==> src/rtl/mips_pkg.sv <==
// Shared encodings for the MIPS control path: FSM states, opcode/funct values,
// ALU codes, mux select codes and the registered control-word layout.
package mips_pkg;

  typedef enum logic [3:0] {
    FETCH, DECODE, MEMADR, MEMREAD, MEMWB, MEMWRITE,
    EXECUTE, ALUWB, BRANCH, IMMEXEC, IMMWB, JUMP
  } state_t;

  localparam logic [5:0] OP_RTYPE = 6'b000000;
  localparam logic [5:0] OP_LW    = 6'b100011;
  localparam logic [5:0] OP_SW    = 6'b101011;
  localparam logic [5:0] OP_BEQ   = 6'b000100;
  localparam logic [5:0] OP_ADDI  = 6'b001000;
  localparam logic [5:0] OP_ANDI  = 6'b001100;
  localparam logic [5:0] OP_ORI   = 6'b001101;
  localparam logic [5:0] OP_J     = 6'b000010;

  localparam logic [5:0] FN_ADD = 6'b100000;
  localparam logic [5:0] FN_SUB = 6'b100010;
  localparam logic [5:0] FN_AND = 6'b100100;
  localparam logic [5:0] FN_OR  = 6'b100101;
  localparam logic [5:0] FN_SLT = 6'b101010;

  localparam logic [2:0] ALU_ADD = 3'b010;
  localparam logic [2:0] ALU_SUB = 3'b110;
  localparam logic [2:0] ALU_AND = 3'b000;
  localparam logic [2:0] ALU_OR  = 3'b001;
  localparam logic [2:0] ALU_SLT = 3'b111;

  localparam logic [1:0] SRCB_RT    = 2'b00;
  localparam logic [1:0] SRCB_FOUR  = 2'b01;
  localparam logic [1:0] SRCB_IMM   = 2'b10;
  localparam logic [1:0] SRCB_IMMSH = 2'b11;

  localparam logic [1:0] PCSRC_ALU    = 2'b00;
  localparam logic [1:0] PCSRC_ALUOUT = 2'b01;
  localparam logic [1:0] PCSRC_JUMP   = 2'b10;

  // Moore part of the control word; pcjump is the unconditional PC load of JUMP.
  typedef struct packed {
    logic       mem_req;
    logic       memwrite;
    logic       iord;
    logic       pcjump;
    logic       regwrite;
    logic       regdst;
    logic       memtoreg;
    logic       alusrca;
    logic [1:0] alusrcb;
    logic       ext_zero;
    logic [1:0] pcsrc;
    logic [2:0] alucontrol;
  } ctrl_t;

  function automatic logic op_supported(input logic [5:0] op);
    case (op)
      OP_RTYPE, OP_LW, OP_SW, OP_BEQ, OP_ADDI, OP_ANDI, OP_ORI, OP_J: return 1'b1;
      default: return 1'b0;
    endcase
  endfunction

  function automatic ctrl_t fetch_ctrl();
    ctrl_t c;
    c            = '0;
    c.mem_req    = 1'b1;
    c.alusrcb    = SRCB_FOUR;
    c.alucontrol = ALU_ADD;
    return c;
  endfunction

endpackage

==> src/rtl/alu_decoder.sv <==
// Combinational funct -> alucontrol map for R-type instructions; unknown
// funct values fall back to add rather than trapping.
module alu_decoder
  import mips_pkg::*;
(
  input  logic [5:0] funct,
  output logic [2:0] alucontrol
);

  always_comb begin
    alucontrol = ALU_ADD;
    case (funct)
      FN_ADD:  alucontrol = ALU_ADD;
      FN_SUB:  alucontrol = ALU_SUB;
      FN_AND:  alucontrol = ALU_AND;
      FN_OR:   alucontrol = ALU_OR;
      FN_SLT:  alucontrol = ALU_SLT;
      default: alucontrol = ALU_ADD;
    endcase
  end

endmodule

==> src/rtl/mips_multicycle_ctrl.sv <==
// Multicycle MIPS control FSM: sequences fetch/decode/execute over the shared
// datapath, stalling on mem_ready in the three memory-access states.
module mips_multicycle_ctrl
  import mips_pkg::*;
(
  input  logic       clk,
  input  logic       rst_n,
  input  logic [5:0] opcode,
  input  logic [5:0] funct,
  input  logic       zero,
  input  logic       mem_ready,
  output logic       mem_req,
  output logic       memwrite,
  output logic       iord,
  output logic       irwrite,
  output logic       pcen,
  output logic       regwrite,
  output logic       regdst,
  output logic       memtoreg,
  output logic       alusrca,
  output logic [1:0] alusrcb,
  output logic       ext_zero,
  output logic [1:0] pcsrc,
  output logic [2:0] alucontrol,
  output logic       illegal_op
);

  state_t     state, state_d;
  ctrl_t      ctrl_q, ctrl_d;
  logic [2:0] funct_alu;

  alu_decoder u_alu_decoder (
    .funct      (funct),
    .alucontrol (funct_alu)
  );

  always_comb begin
    state_d = state;
    case (state)
      FETCH:    if (mem_ready) state_d = DECODE;
      DECODE: begin
        case (opcode)
          OP_LW, OP_SW:               state_d = MEMADR;
          OP_RTYPE:                   state_d = EXECUTE;
          OP_BEQ:                     state_d = BRANCH;
          OP_ADDI, OP_ANDI, OP_ORI:   state_d = IMMEXEC;
          OP_J:                       state_d = JUMP;
          default:                    state_d = FETCH;
        endcase
      end
      MEMADR:   state_d = (opcode == OP_SW) ? MEMWRITE : MEMREAD;
      MEMREAD:  if (mem_ready) state_d = MEMWB;
      MEMWB:    state_d = FETCH;
      MEMWRITE: if (mem_ready) state_d = FETCH;
      EXECUTE:  state_d = ALUWB;
      ALUWB:    state_d = FETCH;
      BRANCH:   state_d = FETCH;
      IMMEXEC:  state_d = IMMWB;
      IMMWB:    state_d = FETCH;
      JUMP:     state_d = FETCH;
      default:  state_d = FETCH;
    endcase
  end

  // Control word for the state being entered, so outputs come straight from flops.
  always_comb begin
    ctrl_d = '0;
    case (state_d)
      FETCH:    ctrl_d = fetch_ctrl();
      DECODE: begin
        ctrl_d.alusrcb    = SRCB_IMMSH;
        ctrl_d.alucontrol = ALU_ADD;
      end
      MEMADR: begin
        ctrl_d.alusrca    = 1'b1;
        ctrl_d.alusrcb    = SRCB_IMM;
        ctrl_d.alucontrol = ALU_ADD;
      end
      MEMREAD: begin
        ctrl_d.mem_req = 1'b1;
        ctrl_d.iord    = 1'b1;
      end
      MEMWB: begin
        ctrl_d.regwrite = 1'b1;
        ctrl_d.memtoreg = 1'b1;
      end
      MEMWRITE: begin
        ctrl_d.mem_req  = 1'b1;
        ctrl_d.iord     = 1'b1;
        ctrl_d.memwrite = 1'b1;
      end
      EXECUTE: begin
        ctrl_d.alusrca    = 1'b1;
        ctrl_d.alusrcb    = SRCB_RT;
        ctrl_d.alucontrol = funct_alu;
      end
      ALUWB: begin
        ctrl_d.regwrite = 1'b1;
        ctrl_d.regdst   = 1'b1;
      end
      BRANCH: begin
        ctrl_d.alusrca    = 1'b1;
        ctrl_d.alusrcb    = SRCB_RT;
        ctrl_d.alucontrol = ALU_SUB;
        ctrl_d.pcsrc      = PCSRC_ALUOUT;
      end
      IMMEXEC: begin
        ctrl_d.alusrca    = 1'b1;
        ctrl_d.alusrcb    = SRCB_IMM;
        ctrl_d.ext_zero   = (opcode != OP_ADDI);
        ctrl_d.alucontrol = (opcode == OP_ANDI) ? ALU_AND :
                            (opcode == OP_ORI)  ? ALU_OR  : ALU_ADD;
      end
      IMMWB: begin
        ctrl_d.regwrite   = 1'b1;
        ctrl_d.ext_zero   = ctrl_q.ext_zero;
        ctrl_d.alucontrol = ctrl_q.alucontrol;
      end
      JUMP: begin
        ctrl_d.pcjump = 1'b1;
        ctrl_d.pcsrc  = PCSRC_JUMP;
      end
      default:  ctrl_d = fetch_ctrl();
    endcase
  end

  always_ff @(posedge clk or negedge rst_n) begin
    if (!rst_n) begin
      state  <= FETCH;
      ctrl_q <= fetch_ctrl();
    end else begin
      state  <= state_d;
      ctrl_q <= ctrl_d;
    end
  end

  // Strobes are gated by rst_n so asserting reset kills them without waiting for a flop.
  assign mem_req    = ctrl_q.mem_req  & rst_n;
  assign memwrite   = ctrl_q.memwrite & rst_n;
  assign regwrite   = ctrl_q.regwrite & rst_n;
  assign irwrite    = (state == FETCH) & mem_ready & rst_n;
  assign pcen       = (((state == FETCH) & mem_ready) | ((state == BRANCH) & zero) |
                       ctrl_q.pcjump) & rst_n;
  assign illegal_op = (state == DECODE) & ~op_supported(opcode) & rst_n;
  assign iord       = ctrl_q.iord;
  assign regdst     = ctrl_q.regdst;
  assign memtoreg   = ctrl_q.memtoreg;
  assign alusrca    = ctrl_q.alusrca;
  assign alusrcb    = ctrl_q.alusrcb;
  assign ext_zero   = ctrl_q.ext_zero;
  assign pcsrc      = ctrl_q.pcsrc;
  assign alucontrol = ctrl_q.alucontrol;

endmodule

==> config.mk <==
export PLATFORM = sky130hd
export DESIGN_NAME = mips_multicycle_ctrl
export DESIGN_NICKNAME = d
export VERILOG_FILES = /design/src/rtl/mips_pkg.sv /design/src/rtl/alu_decoder.sv /design/src/rtl/mips_multicycle_ctrl.sv
export SDC_FILE = /design/constraint.sdc
export NUM_CORES = 1
export LEC_CHECK = 0
export ABC_AREA = 1
export ABC_CLOCK_PERIOD_IN_PS = 3000
export CORE_ASPECT_RATIO = 0.75
export CORE_UTILIZATION = 52
export CTS_BUF_LIST = sky130_fd_sc_hd__clkbuf_16
export DETAILED_ROUTE_END_ITERATION = 10
export PLACE_DENSITY_LB_ADDON = 0.05
export SYNTH_ARGS = -nofsm -noshare
export SYNTH_HDL_FRONTEND = slang
export SYNTH_SLANG_ARGS = --single-unit
==> constraint.sdc <==
create_clock -name clk -period 3 [get_ports clk]
set_clock_uncertainty 0.1 [all_clocks]
set_input_delay 0.45 -clock clk [delete_from_list [all_inputs] [get_ports clk]]
set_output_delay 0.45 -clock clk [all_outputs]
set_load 0.02 [all_outputs]
; Word level (Yosys, flattened, before mapping)
; Cells that the tools add are included.
[totals]
regBits = 20
latch_bits = 0
ram_bits = 0
romBits = 0
inputBits = 16
memories = 0
[classes]
add_sub_neg = 0
mul = 0
div = 0
magnitude_cmp = 0
n_eq_ne = 30
n_shift = 0
mux = 22
n_bitwise = 12
n_reduce_logical = 12
[op_table]
columns = operator, count
row1 = $eq 6x6->1 const B, 6
row2 = $pmux 4 s7, 1
row3 = $eq 4x3->1 const B, 6
row4 = $eq 4x4->1 const B, 6
row5 = $pmux 4 s5, 1
row6 = $eq 6x4->1 const B, 3
row7 = $eq 4x2->1 const B, 4
row8 = $reduce_or 8->1, 2
row9 = $pmux 3 s5, 1
row10 = $mux 4, 3
row11 = $pmux 3 s4, 1
row12 = $and 1x1->1, 9
row13 = $mux 1, 9
row14 = $reduce_or 9->1, 1
row15 = $eq 4x1->1 const B, 2
row16 = $eq 6x2->1 const B, 1
row17 = $eq 6x3->1 const B, 1
row18 = $logic_not 6->1, 1
row19 = $ne 6x4->1 const B, 1
row20 = $pmux 2 s3, 1
row21 = $reduce_or 2->1, 3
row22 = $reduce_or 3->1, 2
row23 = $reduce_or 5->1, 1
row24 = $logic_not 4->1, 1
row25 = other kinds (7), 9

; Longest topological paths before layout
; Gate-level depths: netlist of the first run.
[depth]
depth_word = 7
depth_mapped = 13
depth_no_buf = 13

; Cells and area by module
; Synthesis of the first run repeated with hierarchy kept, for this count alone.
[hier_totals]
hier_cells = 173
area_unflattened_um2 = 1227.4
[by_module_without_submodules]
columns = mod, instances, cells_each, area_each_um2
row1 = mips_multicycle_ctrl, 1, 157, 1151.1
row2 = alu_decoder, 1, 16, 76.3

; Worst setup path after synthesis of the first run
; OpenSTA, ideal clock, no wires.
[synth_timing]
path_kind = register -> output
startpoint = register state[3]
endpoint = output illegal_op
arrival_ps = 1177
path_slack_ps = 1273
path_stages_with_launch = 6
n_path_buf = 0
cell_sequence = dfrtp_1 inv_2 nand2_2 nor2_4 nand4_1 nor2_1
[synth_via]
elab_chain_cells = 3
[synth_lines]
columns = element, line_no
row1 = start: declaration, mips_multicycle_ctrl.sv:28  ; state_t state, state_d;
row2 = start signal: assignment, mips_multicycle_ctrl.sv:132  ; state <= state_d;
row3 = $eq 4x1->1, mips_multicycle_ctrl.sv:144  ; assign illegal_op = (state == DECODE) & ~op_supported(opcode) & rst_n;
row4 = $and 1x1->1 (2 in a row), mips_multicycle_ctrl.sv:144
row5 = end: declaration, mips_multicycle_ctrl.sv:25  ; output logic illegal_op
; No other way between the ends.

; Worst setup path in the final report of the first run
[layout_timing]
startpoint = input opcode[3]
endpoint = output illegal_op
[layout_via]
elab_chain_cells = 6
[layout_lines]
columns = element, line_no
row1 = start: declaration, mips_multicycle_ctrl.sv:8  ; input logic [5:0] opcode,
row2 = "$eq 6x6->1, or another cell as far along", mips_pkg.sv:57  ; case (op)
row3 = $reduce_or 8->1 (*), mips_pkg.sv:57
row4 = $mux 1 (*), mips_pkg.sv:57
row5 = $not 1->1 (*), mips_multicycle_ctrl.sv:144
row6 = $and 1x1->1 (*) (2 in a row), mips_multicycle_ctrl.sv:144
; Every way passes the cells marked *; elsewhere a longest branch is shown, timed or not.

==> metrics, run 1 <==
critical path capture point type=primary output; largest net degree at the start of global routing=14; hold endpoint=alucontrol[0]; final instance area=approximately 0.0017 mm²; Antenna Cells=0; Starting DRT DRC Count=33; layout cells sized above 1=0.281; Post-Synthesis Cells=between 150 and 200; Tcrit/Tclk final=0.919; Row Count=15; H-tree depth=1; distinct cell type count after synthesis=24; WP data arrival=between 2000 and 2500 ps; CP max stage cell=clkdlybuf4s50_1; FF-to-FF Start=state[3]; unrepaired setup endpoints after global routing=false; post-synthesis register bit count=19; Startpoint Class=input port; utilization after layout=0.738; synth warn=0; endpoints failing hold=0; switching power=~430 µW; die area=0.00277 mm²; Starting Density=0.562; reg-to-reg endpoint=alucontrol[1]; Max-cap violations=0; slew at the pin closest to its max-slew limit=334 ps; Relative slew margins=0.776; sequential-to-total area share from yosys stat=0.360; Post-DP HPWL=roughly 2.2 mm; Reg2Reg Depth=11; commonest non-fill, non-tap cells in the layout=33 x clkdlybuf4s50_1, 23 x inv_1, 23 x nand2_1; average cell area after synthesis=8.11 µm²; CTS root buf=clkbuf_16; CP Cell Sequence=clkdlybuf4s50_1, nor2_1, nand3_1, nand4_2, nor2_1, clkdlybuf4s50_1; vias after detailed routing=~1100; Die Y=between 40 and 50 µm; Setup violations, final=0; CTS clock-pin slew for the worst setup and hold paths=around 60 ps; Max clock buf depth=2; grt total ovfl=0; initial antenna violation count=0; CP peak stage delay=around 600 ps; hold path start=alucontrol[0]; most common cell after layout, fill and taps aside=clkdlybuf4s50_1; post-layout min period=between 2000 and 3000 ps; CP Buf/Inv Count=2; CP top delay family=buffers and inverters; multi-input logic area=just under 700 µm²; Via-to-Cell Ratio=~5.0; FILL cells=approximately 200; drt first pass iters=4; Synth Cell Area=approximately 0.0013 mm²; Post-CTS Hold Fix Bufs=0; Required @ worst endpoint=between 2000 and 2500 ps; CP Class=in2out; residual DRC count=0; die width=about 60 µm; Final nets=213; flip-flop and latch area=approximately 480 µm²; Core Footprint=around 0.0024 mm²; FF-to-FF setup slack=about 1200 ps; # Post-CTS Setup Buffers=0; Post-DRT Antenna Nets=0; status=finished, final reports clean; IO Pins=34; placed cell areas=0.00167 mm²; Skew-Pair Late Insertion Delay=roughly 250 ps; Power Dens Cells=636 mW/mm²; area added between synthesis and finish=31.2%; vias in the first global route=approximately 1000; Peak VDD IR=approximately 0.35 mV; TritonCTS buffer count=3; GP Congestion=0.845; CTS tree=yes; PostCTS Resize Cnt=0; Wirelength per Cell=around 12 µm; switching portion of total power=0.383; clk sinks=19; final wirelength=2.77 mm; TNS Setup=0 ps; critical path fanouts, max=5; Internal=between 600 and 700 µW; static leakage=a little under 1 nW; Comb pwr share=0.438; first-pass GRT wire length=4.44 mm; clock share of power=0.251; PortBufs=33; syn_nets=180; Worst Hold Depth=2; Achievable Freq=approximately 360 MHz; Seq pwr share=0.310; final slew viol count=0; GRT Total Usage=0.229; HP Class=reg2reg
-- flip-flops by register name, summed over array words and instances, names as in the netlist --
register / cells
ext_zero: 1
ctrl_q: 4
state: 4
memtoreg: 1
regdst: 1
alusrcb: 2
alusrca: 1
iord: 1
alucontrol: 3
pcsrc: 1
-- cells in the mapped netlist --
master	count	area (µm²)
a21oi_1	1	5.00
nand4_2	1	12.5
nand2_4	6	67.6
buf_4	7	52.6
nand3_1	18	90.1
nand3_2	5	50.1
o41ai_1	1	8.76
a21oi_2	2	17.5
inv_2	8	30.0
nor2_4	8	90.1
nand3_4	1	17.5
a21oi_4	2	32.5
o221ai_1	1	8.76
nor2_1	18	67.6
nand4_1	3	18.8
a32o_1	1	10.0
nor2_2	7	43.8
inv_1	23	86.3
nand2_2	6	37.5
dfstp_2	3	78.8
dfrtp_1	16	400
nor3_1	1	5.00
a31oi_1	2	12.5
nand2_1	23	86.3
-- stage by stage --
step                hold WS (ps)  total power [mW]  setup slack, ps  instances
floorplan                   54.4             0.698             1270        164
global placement             379             0.823              361        226
detailed placement           376             0.834              278        226
CTS                          401              1.11              264        230
global route                 418              1.17              142        230
finish                       396              1.11              244        230
-- worst max-delay path by stage --
stage                     startpoint    endpoint  slack [ps]  cells after the start
final                      opcode[3]  illegal_op         240                      6
after global routing       opcode[3]  illegal_op         140                      6
after CTS                  opcode[3]  illegal_op         260                      6
after detailed placement   opcode[3]  illegal_op         280                      6
after global placement     opcode[3]  illegal_op         360                      6
after floorplan             state[3]  illegal_op        1270                      5
-- layout make-up --
class                           instances  share of cell area
Timing Repair Buffer                   35               0.198
Clock buffer                            3              0.0430
Sequential cell                        19               0.275
Tap cell                               34              0.0244
Multi-Input combinational cell        107               0.391
Clock inverter                          1             0.00287
Inverter                               31              0.0667
-- power groups by stage --
stage,Clock (mW),Sequential (mW),Combinational [mW]
after global placement,0,0.348,0.475
after floorplan,0,0.359,0.340
after detailed placement,0,0.349,0.484
final,0.279,0.344,0.487
after global routing,0.291,0.349,0.531
after CTS,0.280,0.345,0.490
-- metal layers --
layer,routed length [µm],track usage
met5,0,0
met4,35,0.0930
met3,137,0.0483
met2,1310,0.389
met1,1280,0.283
-- worst min-delay path, stage by stage, from the launching register on --
cell	delay, ps
dfrtp_1	340
nand2_1	50
o221ai_1	60
-- cell families (layout without fill, tap and decap cells) --
logic type | count (synthesis) | count (layout) | synth area share
AOI/OAI and AO/OA | 10 | 10 | 0.0715
buffers and inverters | 38 | 70 | 0.127
DFF | 19 | 19 | 0.360
and+or+nand+nor | 97 | 97 | 0.441
Power figures use the tool's default switching activity.
==> run 2, diff against run 1 <==
- ABC_CLOCK_PERIOD_IN_PS: 3000 -> 3300
- clock period: 3 -> 3.3 ns (I/O delays scaled with it)
==> metrics, run 2 (synthesized netlist as in run 1, its figures left out) <==
Via-to-Cell Ratio=5.03; vias after detailed routing=1158; Starting DRT DRC Count=between 40 and 50; Achievable Freq=about 350 MHz; clk sinks=19; final slew viol count=0; Max clock buf depth=2; static leakage=roughly 0.97 nW; CTS root buf=clkbuf_16; GRT busiest layer=met2; Setup violations, final=0; IO Pins=34; slew at the pin closest to its max-slew limit=roughly 400 ps; grt met3 use=0.0540; endpoints failing hold=0; Hold WS=slightly below 400 ps; HP Class=reg2reg; grt total ovfl=0; Required @ worst endpoint=approximately 2700 ps; Antenna Cells=0; PortBufs=33; H-tree depth=1; TNS Setup=0 ps; final wirelength=approximately 3.0 mm; layout cells sized above 1=0.281; Row Count=15; Wirelength per Cell=13.0 µm; CTS clock-pin slew for the worst setup and hold paths=50 ps; Startpoint Class=input port; met1 Track Usage GR=0.279; vias in the first global route=around 1100; Final nets=213; commonest non-fill, non-tap cells in the layout=33 x clkdlybuf4s50_1, 23 x inv_1, 23 x nand2_1; GR met2 Demand/Resource=0.462; Die Y=around 46 µm; most common cell after layout, fill and taps aside=clkdlybuf4s50_1; residual DRC count=0; critical path capture point type=primary output; CTS tree=yes; Tcrit/Tclk final=0.861; GP Congestion=~0.84; Peak VDD IR=about 0.43 mV; placed cell areas=about 0.0017 mm²; drt first pass iters=5; status=finished, final reports clean; GRT Total Usage=0.242; first-pass GRT wire length=around 4.8 mm; Starting Density=0.562; die area=approximately 0.0028 mm²; Skew-Pair Late Insertion Delay=between 200 and 300 ps; Post-DRT Antenna Nets=0; # Post-CTS Setup Buffers=0; fin cells=230; utilization after layout=0.738; Core Footprint=roughly 0.0024 mm²; TritonCTS buffer count=3; Post-CTS Hold Fix Bufs=0; Relative slew margins=0.731; unrepaired setup endpoints after global routing=false; critical path fanouts, max=5; WP data arrival=approximately 2300 ps; PostCTS Resize Cnt=0; initial antenna violation count=0; placed insts=~230; Power Dens Cells=~580 mW/mm²; Max-cap violations=0; Post-DP HPWL=about 2.3 mm; die width=just over 60 µm; CP Class=in2out; post-layout min period=2840 ps; largest net degree at the start of global routing=12; area added between synthesis and finish=31.2%; final instance area=roughly 0.0017 mm²
## run 2: per-stage QoR
step	setup slack, ps	power (mW)
final	460	1.01
after global routing	373	1.07
after CTS	474	1.01
after detailed placement	495	0.761
after global placement	574	0.748
after floorplan	1520	0.635
## run 2: area by class of cell
cell class | count | area [µm²]
repair buffers | 35 | 345
well taps | 34 | 42.5
flip-flops and latches | 19 | 479
clock buffers | 3 | 75.1
inverters | 31 | 116
clock inverters | 1 | 5.00
multi-input cells | 107 | 682
fillers | 193 | 619
## run 2: path summary, 6_finish.rpt
| path | slack [ps] | cells past startpoint | end | start |
|---|---|---|---|---|
| max | 460 | 6 | illegal_op | opcode[3] |
| min | 400 | 2 | alucontrol[2] | alucontrol[2] |
| max reg2reg | 1540 | 9 | alusrcb[0] | state[3] |
| min reg2reg | 400 | 2 | alucontrol[2] | alucontrol[2] |
| max in group asynchronous | 2120 | 2 | alusrcb[0] | rst_n |
| min in group asynchronous | 440 | 1 | regdst | rst_n |
## run 2: layer usage
metal / share of wire / up-vias
li1: - / 578
met1: 0.42 / 523
met2: 0.50 / 53
met3: 0.064 / 4
met4: 0.0090 / 0
met5: 0 / -
## run 2: critical path, stage by stage
cell	delay, ps
clkdlybuf4s50_1	540
nor2_1	90
nand3_1	170
nand4_2	200
nor2_1	130
clkdlybuf4s50_1	610
## run 2: where the power goes
group,internal (mW),switching [mW]
clock,0.162,0.0873
combinational,0.174,0.274
sequential,0.286,0.0278
total,0.623,0.389
==> run 3, diff against run 2 <==
- REMOVE_ABC_BUFFERS: not set -> 1
==> metrics, run 3 (synthesized netlist as in run 1, its figures left out) <==
area added between synthesis and finish=31.2%; GRT Total Usage=0.241; static leakage=between 0.9 and 1 nW; vias in the first global route=approximately 1100; GP Congestion=slightly above 0.8; IO Pins=34; HP Class=reg2reg; vias after detailed routing=about 1200; status=finished, final reports clean; Required @ worst endpoint=around 2700 ps; Via-to-Cell Ratio=~5.2; Max clock buf depth=2; H-tree depth=1; Peak VDD IR=between 0.3 and 0.4 mV; Power Dens Cells=between 500 and 600 mW/mm²; layout cells sized above 1=0.281; die area=0.00277 mm²; final wirelength=~2.9 mm; Starting DRT DRC Count=39; drt first pass iters=4; placed insts=226; commonest non-fill, non-tap cells in the layout=33 x clkdlybuf4s50_1, 23 x inv_1, 23 x nand2_1; Post-CTS Hold Fix Bufs=0; Achievable Freq=358 MHz; Setup violations, final=0; Row Count=15; TritonCTS buffer count=3; Max-cap violations=0; FF-to-FF setup slack=1520 ps; slew at the pin closest to its max-slew limit=between 400 and 500 ps; initial antenna violation count=0; Post-DP HPWL=between 2 and 2.5 mm; critical path fanouts, max=4; Reg2Reg Depth=11; residual DRC count=0; grt total ovfl=0; Relative slew margins=0.716; clk sinks=19; Antenna Cells=0; CP Class=in2out; hold endpoint=alucontrol[0]; endpoints failing hold=0; FF-to-FF Start=state[3]; hold path start=alucontrol[0]; Startpoint Class=input port; CTS root buf=clkbuf_16; critical path capture point type=primary output; PortBufs=33; most common cell after layout, fill and taps aside=clkdlybuf4s50_1; Setup WS post-layout=between 500 and 600 ps; CTS tree=yes; Wirelength per Cell=12.6 µm; Final nets=213; die width=slightly above 60 µm; unrepaired setup endpoints after global routing=false; Die Y=~46 µm; Tcrit/Tclk final=0.847; Core Footprint=approximately 0.0024 mm²; TNS Setup=0 ps; WP data arrival=2200 ps; fin cells=between 200 and 250; total power=~1.0 mW; # Post-CTS Setup Buffers=0; worst slack, placed=roughly 530 ps; largest net degree at the start of global routing=12; first-pass GRT wire length=between 4 and 5 mm; Skew-Pair Late Insertion Delay=about 250 ps; Starting Density=0.562; Post-DRT Antenna Nets=0; reg-to-reg endpoint=alucontrol[1]; PostCTS Resize Cnt=0; final slew viol count=0; post-layout min period=approximately 2800 ps; CTS clock-pin slew for the worst setup and hold paths=about 50 ps; Worst Hold Depth=2
==> run 3: cell counts in the layout (fill, tap and decap cells not counted) <==
No cell type changed its count.
==> run 3: how the worst max path moves through the flow <==
| stage | from | to | cells after the start |
|---|---|---|---|
| floorplan | opcode[1] | illegal_op | 5 |
| CTS | opcode[3] | illegal_op | 6 |
| global route | opcode[3] | illegal_op | 6 |
| global placement | opcode[3] | illegal_op | 6 |
| detailed placement | opcode[3] | illegal_op | 6 |
| finish | opcode[0] | illegal_op | 6 |
==> run 3: critical path, cell delays in order <==
cell	delay (ps)
clkdlybuf4s50_1	530
nor2_1	100
nand3_1	160
nand4_2	170
nor2_1	130
clkdlybuf4s50_1	620
==> run 3: area by class of cell <==
type                            count  area [µm²]
Timing Repair Buffer               35         345
Clock inverter                      1        5.00
Fill cell                         194         619
Multi-Input combinational cell    107         682
Sequential cell                    19         479
Clock buffer                        3        75.1
Tap cell                           34        42.5
Inverter                           31         116
==> run 3: layer usage <==
layer	routed length (µm)	vias up	track usage
li1	-	576	-
met1	1230	547	0.276
met2	1390	52	0.402
met3	193	10	0.0852
met4	78	0	0.116
met5	0	-	0
==> run 3: stage by stage <==
step | util | hold WS, ps | cell area [µm²]
2_1_floorplan | - | 99.4 | 1280
3_3_place_gp | 0.704 | 381 | 1670
3_5_place_dp | 0.704 | 383 | 1670
4_1_cts | 0.738 | 401 | 1750
5_1_grt | 0.738 | 417 | 1750
6_report | 0.738 | 395 | 1750
==> run 3: power by group <==
group	internal, mW	total, mW	switching, mW
registers	0.286	0.315	0.0290
logic	0.174	0.446	0.272
clock network	0.162	0.249	0.0870
==> RTL edit 1: new RTL, config.mk and constraints of run 1 <==
Encoding of `state_t`: now Gray code (4 bits for 12 states).
--- a/src/rtl/mips_pkg.sv
+++ b/src/rtl/mips_pkg.sv
@@ -3,8 +3,8 @@
 package mips_pkg;
 
   typedef enum logic [3:0] {
-    FETCH, DECODE, MEMADR, MEMREAD, MEMWB, MEMWRITE,
-    EXECUTE, ALUWB, BRANCH, IMMEXEC, IMMWB, JUMP
+    FETCH = 4'b0000, DECODE = 4'b0001, MEMADR = 4'b0011, MEMREAD = 4'b0010, MEMWB = 4'b0110, MEMWRITE = 4'b0111,
+    EXECUTE = 4'b0101, ALUWB = 4'b0100, BRANCH = 4'b1100, IMMEXEC = 4'b1101, IMMWB = 4'b1111, JUMP = 4'b1110
   } state_t;
 
   localparam logic [5:0] OP_RTYPE = 6'b000000;
Function: same outputs for any inputs over 10 cycles, from zero or initial values and one cycle with rst_n low; not proved beyond that.
==> RTL edit 1 against run 1 <==
  * Setup slack worse by 0.11 ns
  * Die area down 2.4%
  * Critical endpoint unchanged
  * Critical path type unchanged
  * Synthesized area is 2.5% lower
  * Power grew 6.5%
  * Design area is 1.9% lower
  * Routed wire length up 6.0%
  * Final cell count up 1.3%
  * Sequential cell count unchanged
==> RTL edit 1: results (changes against run 1) <==
route:
  met2_length_mm: 1.51  # was 1.31 mm
  wirelength_met1_mm: 1.22  # was 1.28 mm
  drt_iter0_markers: 40  # was 33
  route.met3.wl_um: 169  # was 137 um
  top_layer: "met4"  # unchanged
  wl_per_cell_um: 12.6  # was 12.0 um
  vias: 1171  # was 1,148
global_routing:
  grt_max_degree: 12  # was 14
  met2_usage_pct: 45.8  # was 38.9%
  track_usage_pct: 23.9  # was 22.9%
  met1_usage_pct: 27.8  # was 28.3%
  grt_pass1_vias: 1060  # was 995
  grt_pass1_wl_mm: 4.66  # was 4.44 mm
  grt_use_met3_pct: 3.72  # was 4.83%
placement:
  gp_congestion: 0.801  # was 0.845
  pre_cts_slack_ns: 0.168  # was 0.278 ns
  dp_hpwl_mm: 2.33  # was 2.24 mm
  port_buffers: 33  # unchanged
finish:
  layoutNonFillerInstCount: 233  # was 230
  diodes: 0  # unchanged
  drive_above_1_share_pct: 22.1  # was 28.1%
  fin_nets: 216  # was 213
synth:
  synth_compound_area_share_pct: 4.05  # was 7.15%
  synth_cell_types: 23  # was 24
  muxShareOfSynthArea_pct: 0  # unchanged
  synthFlopType: "dfrtp_1"  # unchanged
  ys.warnings.count: 0  # unchanged
  synthTopCellsByArea: "dfrtp_1, nand2_1, nand3_1"  # was dfrtp_1, nand3_1, nor2_4
  syn-instance-count: 167  # was 164
  synth-seq-area-share_pct: 37.0  # was 36.0%
  synthTopCellsByCount: "nand2_1, inv_1, nand3_1, nor2_1, dfrtp_1"  # was inv_1, nand2_1, nand3_1, nor2_1, dfrtp_1
  syn-num-nets: 183  # was 180
worst_setup_path:
  critPathCapture: "illegal_op"  # unchanged
  worstSetupStartpoint: "opcode[5]"  # was opcode[3]
  worstPathMaxFanout: 7  # was 5
  reg2reg_setup_slack_ns: 1.20  # was 1.22 ns
  worstPathArrival_ns: 2.31  # was 2.21 ns
  timing.rr.start: "state[0]$_DFF_PN0_"  # was state[3]$_DFF_PN0_
  r2r_cells: 12  # was 11
status:
  status: "completed"  # unchanged
hold_path:
  hold_class: "input port to asynchronous set/reset pin"  # was register to register
clocking:
  cts.repair.resized: 0  # unchanged
  cts.clk_slew.worst_paths_ns: 0.05
power_and_ir_drop:
  p_leak_uw: 0.000864  # was 0.000968 uW
  ir_worst_vdd_mv: 0.300  # was 0.349 mV
  switching_share_pct: 39.7  # was 38.3%
timing:
  relSlewSlack_pct: 77.8  # was 77.6%
  hold_slack_ns: 0.365  # was 0.396 ns
  period_needed_ns: 2.86  # was 2.76 ns
  hold_viol_final: 0  # unchanged
[RTL edit 1: cell types whose count changed after synthesis, sizes merged, moves of 2 or more]
cell / change
inv: -2
o21ai: +2
nand2: +2
nand3b: +3
nor2: -4
nand4: +4
[RTL edit 1: metrics by stage]
stage | util, % | cell area, sq um
after global placement | 70.1 | 1630
after detailed placement | 70.1 | 1630
after floorplan | - | 1300
final | 73.5 | 1710
after global routing | 73.5 | 1710
after CTS | 73.5 | 1710
[RTL edit 1: power groups by stage]
stage | Sequential, uW | Combinational, uW | Clock [uW]
2_1_floorplan | 367 | 383 | 0
3_3_place_gp | 356 | 542 | 0
3_5_place_dp | 357 | 553 | 0
4_1_cts | 353 | 561 | 280
5_1_grt | 358 | 615 | 288
6_report | 352 | 558 | 272
[RTL edit 1: cell type report]
class	count	area [sq um]
well taps	34	42.5
multi-input cells	112	651
repair buffers	35	345
fillers	194	616
inverters	29	114
clock buffers	3	75.1
flip-flops and latches	19	479
clock inverters	1	5.00
==> RTL edit 2: new RTL, config.mk and constraints of run 1 <==
Without the edit above. Reset style: synchronous (`rst_n`), changed in one clocked block.
--- a/src/rtl/mips_multicycle_ctrl.sv
+++ b/src/rtl/mips_multicycle_ctrl.sv
@@ -124,7 +124,7 @@
     endcase
   end
 
-  always_ff @(posedge clk or negedge rst_n) begin
+  always_ff @(posedge clk) begin
     if (!rst_n) begin
       state  <= FETCH;
       ctrl_q <= fetch_ctrl();
Function: differs if rst_n is asserted again (counterexample within 4 cycles, from zero or initial values and one cycle with rst_n low); with rst_n held inactive, the same outputs for 10 cycles.
==> RTL edit 2 against run 1 <==
  * The flow now finishes with violations (design-rule violations)
  * Sequential cell count unchanged
  * Design area down 9.5%
  * Synthesized area down 10%
  * Die area down 10%
  * Sequential share of layout area down 3.4 points
  * Setup slack better by 0.086 ns
  * Routed wire length up 0.22%
  * Worst hold slack worse by 0.021 ns
Power is not compared: it rests on default switching activity, and its combinational part moved more than twofold at a synthesized area within 25%.
==> RTL edit 2: results (changes against run 1) <==
status:
  status: "finished with violations"  # was completed
  violations: "design-rule violations"
route:
  drc: 3  # was 0
  wl_per_cell_um: 11.4  # was 12.0 um
  drt_iter0_markers: 75  # was 33
  vias_per_cell: 5.17  # was 4.99
  dr.pass1.iters: 7  # was 4
  vias: 1256  # was 1,148
synth:
  synthFlopType: "dfxtp_1"  # was dfrtp_1
  synth-seq-area-share_pct: 31.9  # was 36.0%
  synth_cell_types: 18  # was 24
  synthTopCellsByCount: "nand2_1, inv_1, nor2_1"  # was inv_1, nand2_1, nand3_1, nor2_1, dfrtp_1
  synthArstFlopShare_pct: 0  # was 100%
  syn-num-nets: 206  # was 180
  synthTopCellsByArea: "dfxtp_1, nand2_1, inv_1"  # was dfrtp_1, nand3_1, nor2_4
  avgSynthCellArea_sq_um: 6.27  # was 8.11 sq um
  ys.warnings.count: 0  # unchanged
timing:
  relSlewSlack_pct: 75.0  # was 77.6%
placement:
  placed_cells: 239  # was 226
  dp_hpwl_mm: 2.23  # was 2.24 mm
  gp_congestion: 0.863  # was 0.845
finish:
  fillers: 161  # was 199
  diodes: 0  # unchanged
  drive_above_1_share_pct: 12.8  # was 28.1%
  fin_nets: 236  # was 213
worst_setup_path:
  reg2reg_setup_slack_ns: 1.20  # was 1.22 ns
  rr_endpoint: "ctrl_q[15]$_SDFF_PN1_"  # was alucontrol[1]$_DFFE_PN1N_
  worstPathArrival_ns: 2.12  # was 2.21 ns
  critPathCapture: "illegal_op"  # unchanged
  r2r_cells: 11  # unchanged
  worstSetupStartpoint: "opcode[2]"  # was opcode[3]
  slowest_delay_ns: 0.61  # about the same
  timing.rr.start: "state[3]$_SDFF_PN0_"  # was state[3]$_DFF_PN0_
  worstPathMaxFanout: 6  # was 5
clocking:
  insertion_delay_ns: 0.25  # about the same
  clk_path_buf_depth: 2  # unchanged
  cts_made_buffers: 3  # unchanged
  ctsHtreeMaxLevel: 1  # unchanged
  cts_tree: "built"  # unchanged
  root_buffer: "clkbuf_16"  # unchanged
  cts.repair.resized: 0  # unchanged
global_routing:
  grt_pass1_vias: 1165  # was 995
  grt_pass1_wl_mm: 4.74  # was 4.44 mm
  antenna_found_initial: 0  # unchanged
  grt-ovfl-total: 0  # unchanged
  grt_max_degree: 14  # unchanged
  track_usage_pct: 24.6  # was 22.9%
power_and_ir_drop:
  p_leak_uw: 0.000794
hold_path:
  hold_class: "register to register"  # unchanged
job:
  cap_violations: 0  # unchanged
RTL edit 2: cell types whose count changed after synthesis, moves of 8 or more:
cell | run 1 | this run
dfrtp_1 | 16 | 0
nand2_1 | 23 | 39
dfxtp_1 | 0 | 19
o21ai_0 | 0 | 8
inv_1 | 23 | 33
nor2_1 | 18 | 29
RTL edit 2: logic make-up after synthesis:
| kind of cell | after synthesis | synth area share (%) |
|---|---|---|
| buffers and inverters | 44 | 16.1 |
| DFF | 19 | 31.9 |
| AOI/OAI and AO/OA | 15 | 6.41 |
| and+or+nand+nor | 112 | 45.6 |
RTL edit 2: how the worst min path moves through the flow:
stage | start | slack (ns) | cells past startpoint | endpoint
6_report | ext_zero$_SDFFE_PN0N_ | 0.38 | 2 | ext_zero$_SDFFE_PN0N_
5_1_grt | ext_zero$_SDFFE_PN0N_ | 0.42 | 2 | ext_zero$_SDFFE_PN0N_
4_1_cts | ext_zero$_SDFFE_PN0N_ | 0.38 | 2 | ext_zero$_SDFFE_PN0N_
3_5_place_dp | ext_zero$_SDFFE_PN0N_ | 0.36 | 2 | ext_zero$_SDFFE_PN0N_
3_3_place_gp | ext_zero$_SDFFE_PN0N_ | 0.36 | 2 | ext_zero$_SDFFE_PN0N_
2_1_floorplan | alucontrol[1]$_SDFFE_PN1N_ | 0.40 | 4 | alucontrol[1]$_SDFFE_PN1N_
RTL edit 2: where the power goes:
part / leakage [uW] / switching (uW) / internal, uW
Clock: 0.0000409 / 94.4 / 179
Combinational: 0.000599 / 53.2 / 41.6
Sequential: 0.000154 / 3.08 / 257
Total: 0.000794 / 151 / 477
RTL edit 2: per-layer routing:
layer	vias to the layer above	global-route usage, %	share of wire [%]
met4	0	6.83	0.69
met5	-	0	0
met1	565	31.9	45
li1	639	-	-
met3	4	7.16	8.3
met2	48	40.2	46
RTL edit 2: per-stage QoR:
| stage | setup WS (ns) | cell area (sq um) | hold slack (ns) | total power [uW] |
|---|---|---|---|---|
| 3_3_place_gp | 0.408 | 1500 | 0.363 | 357 |
| 5_1_grt | 0.273 | 1580 | 0.416 | 651 |
| 4_1_cts | 0.330 | 1580 | 0.378 | 633 |
| 2_1_floorplan | 1.35 | 1190 | 0.396 | 317 |
| 3_5_place_dp | 0.329 | 1500 | 0.362 | 359 |
| 6_report | 0.330 | 1580 | 0.375 | 628 |
RTL edit 2: worst max-delay path, delay by kind of cell:
family	cells	cell delay (ns)
simple gates	3	0.34
buf+inv	3	1.33
RTL edit 2: area by class of cell:
class                      count  share of cell area [%]
multi-input combinational    127                    39.2
sequential                    19                    24.1
timing repair buffer          34                    21.4
inverter                      35                    8.32
clock buffer                   3                    4.75
tap                           24                    1.90
clock inverter                 1                   0.317
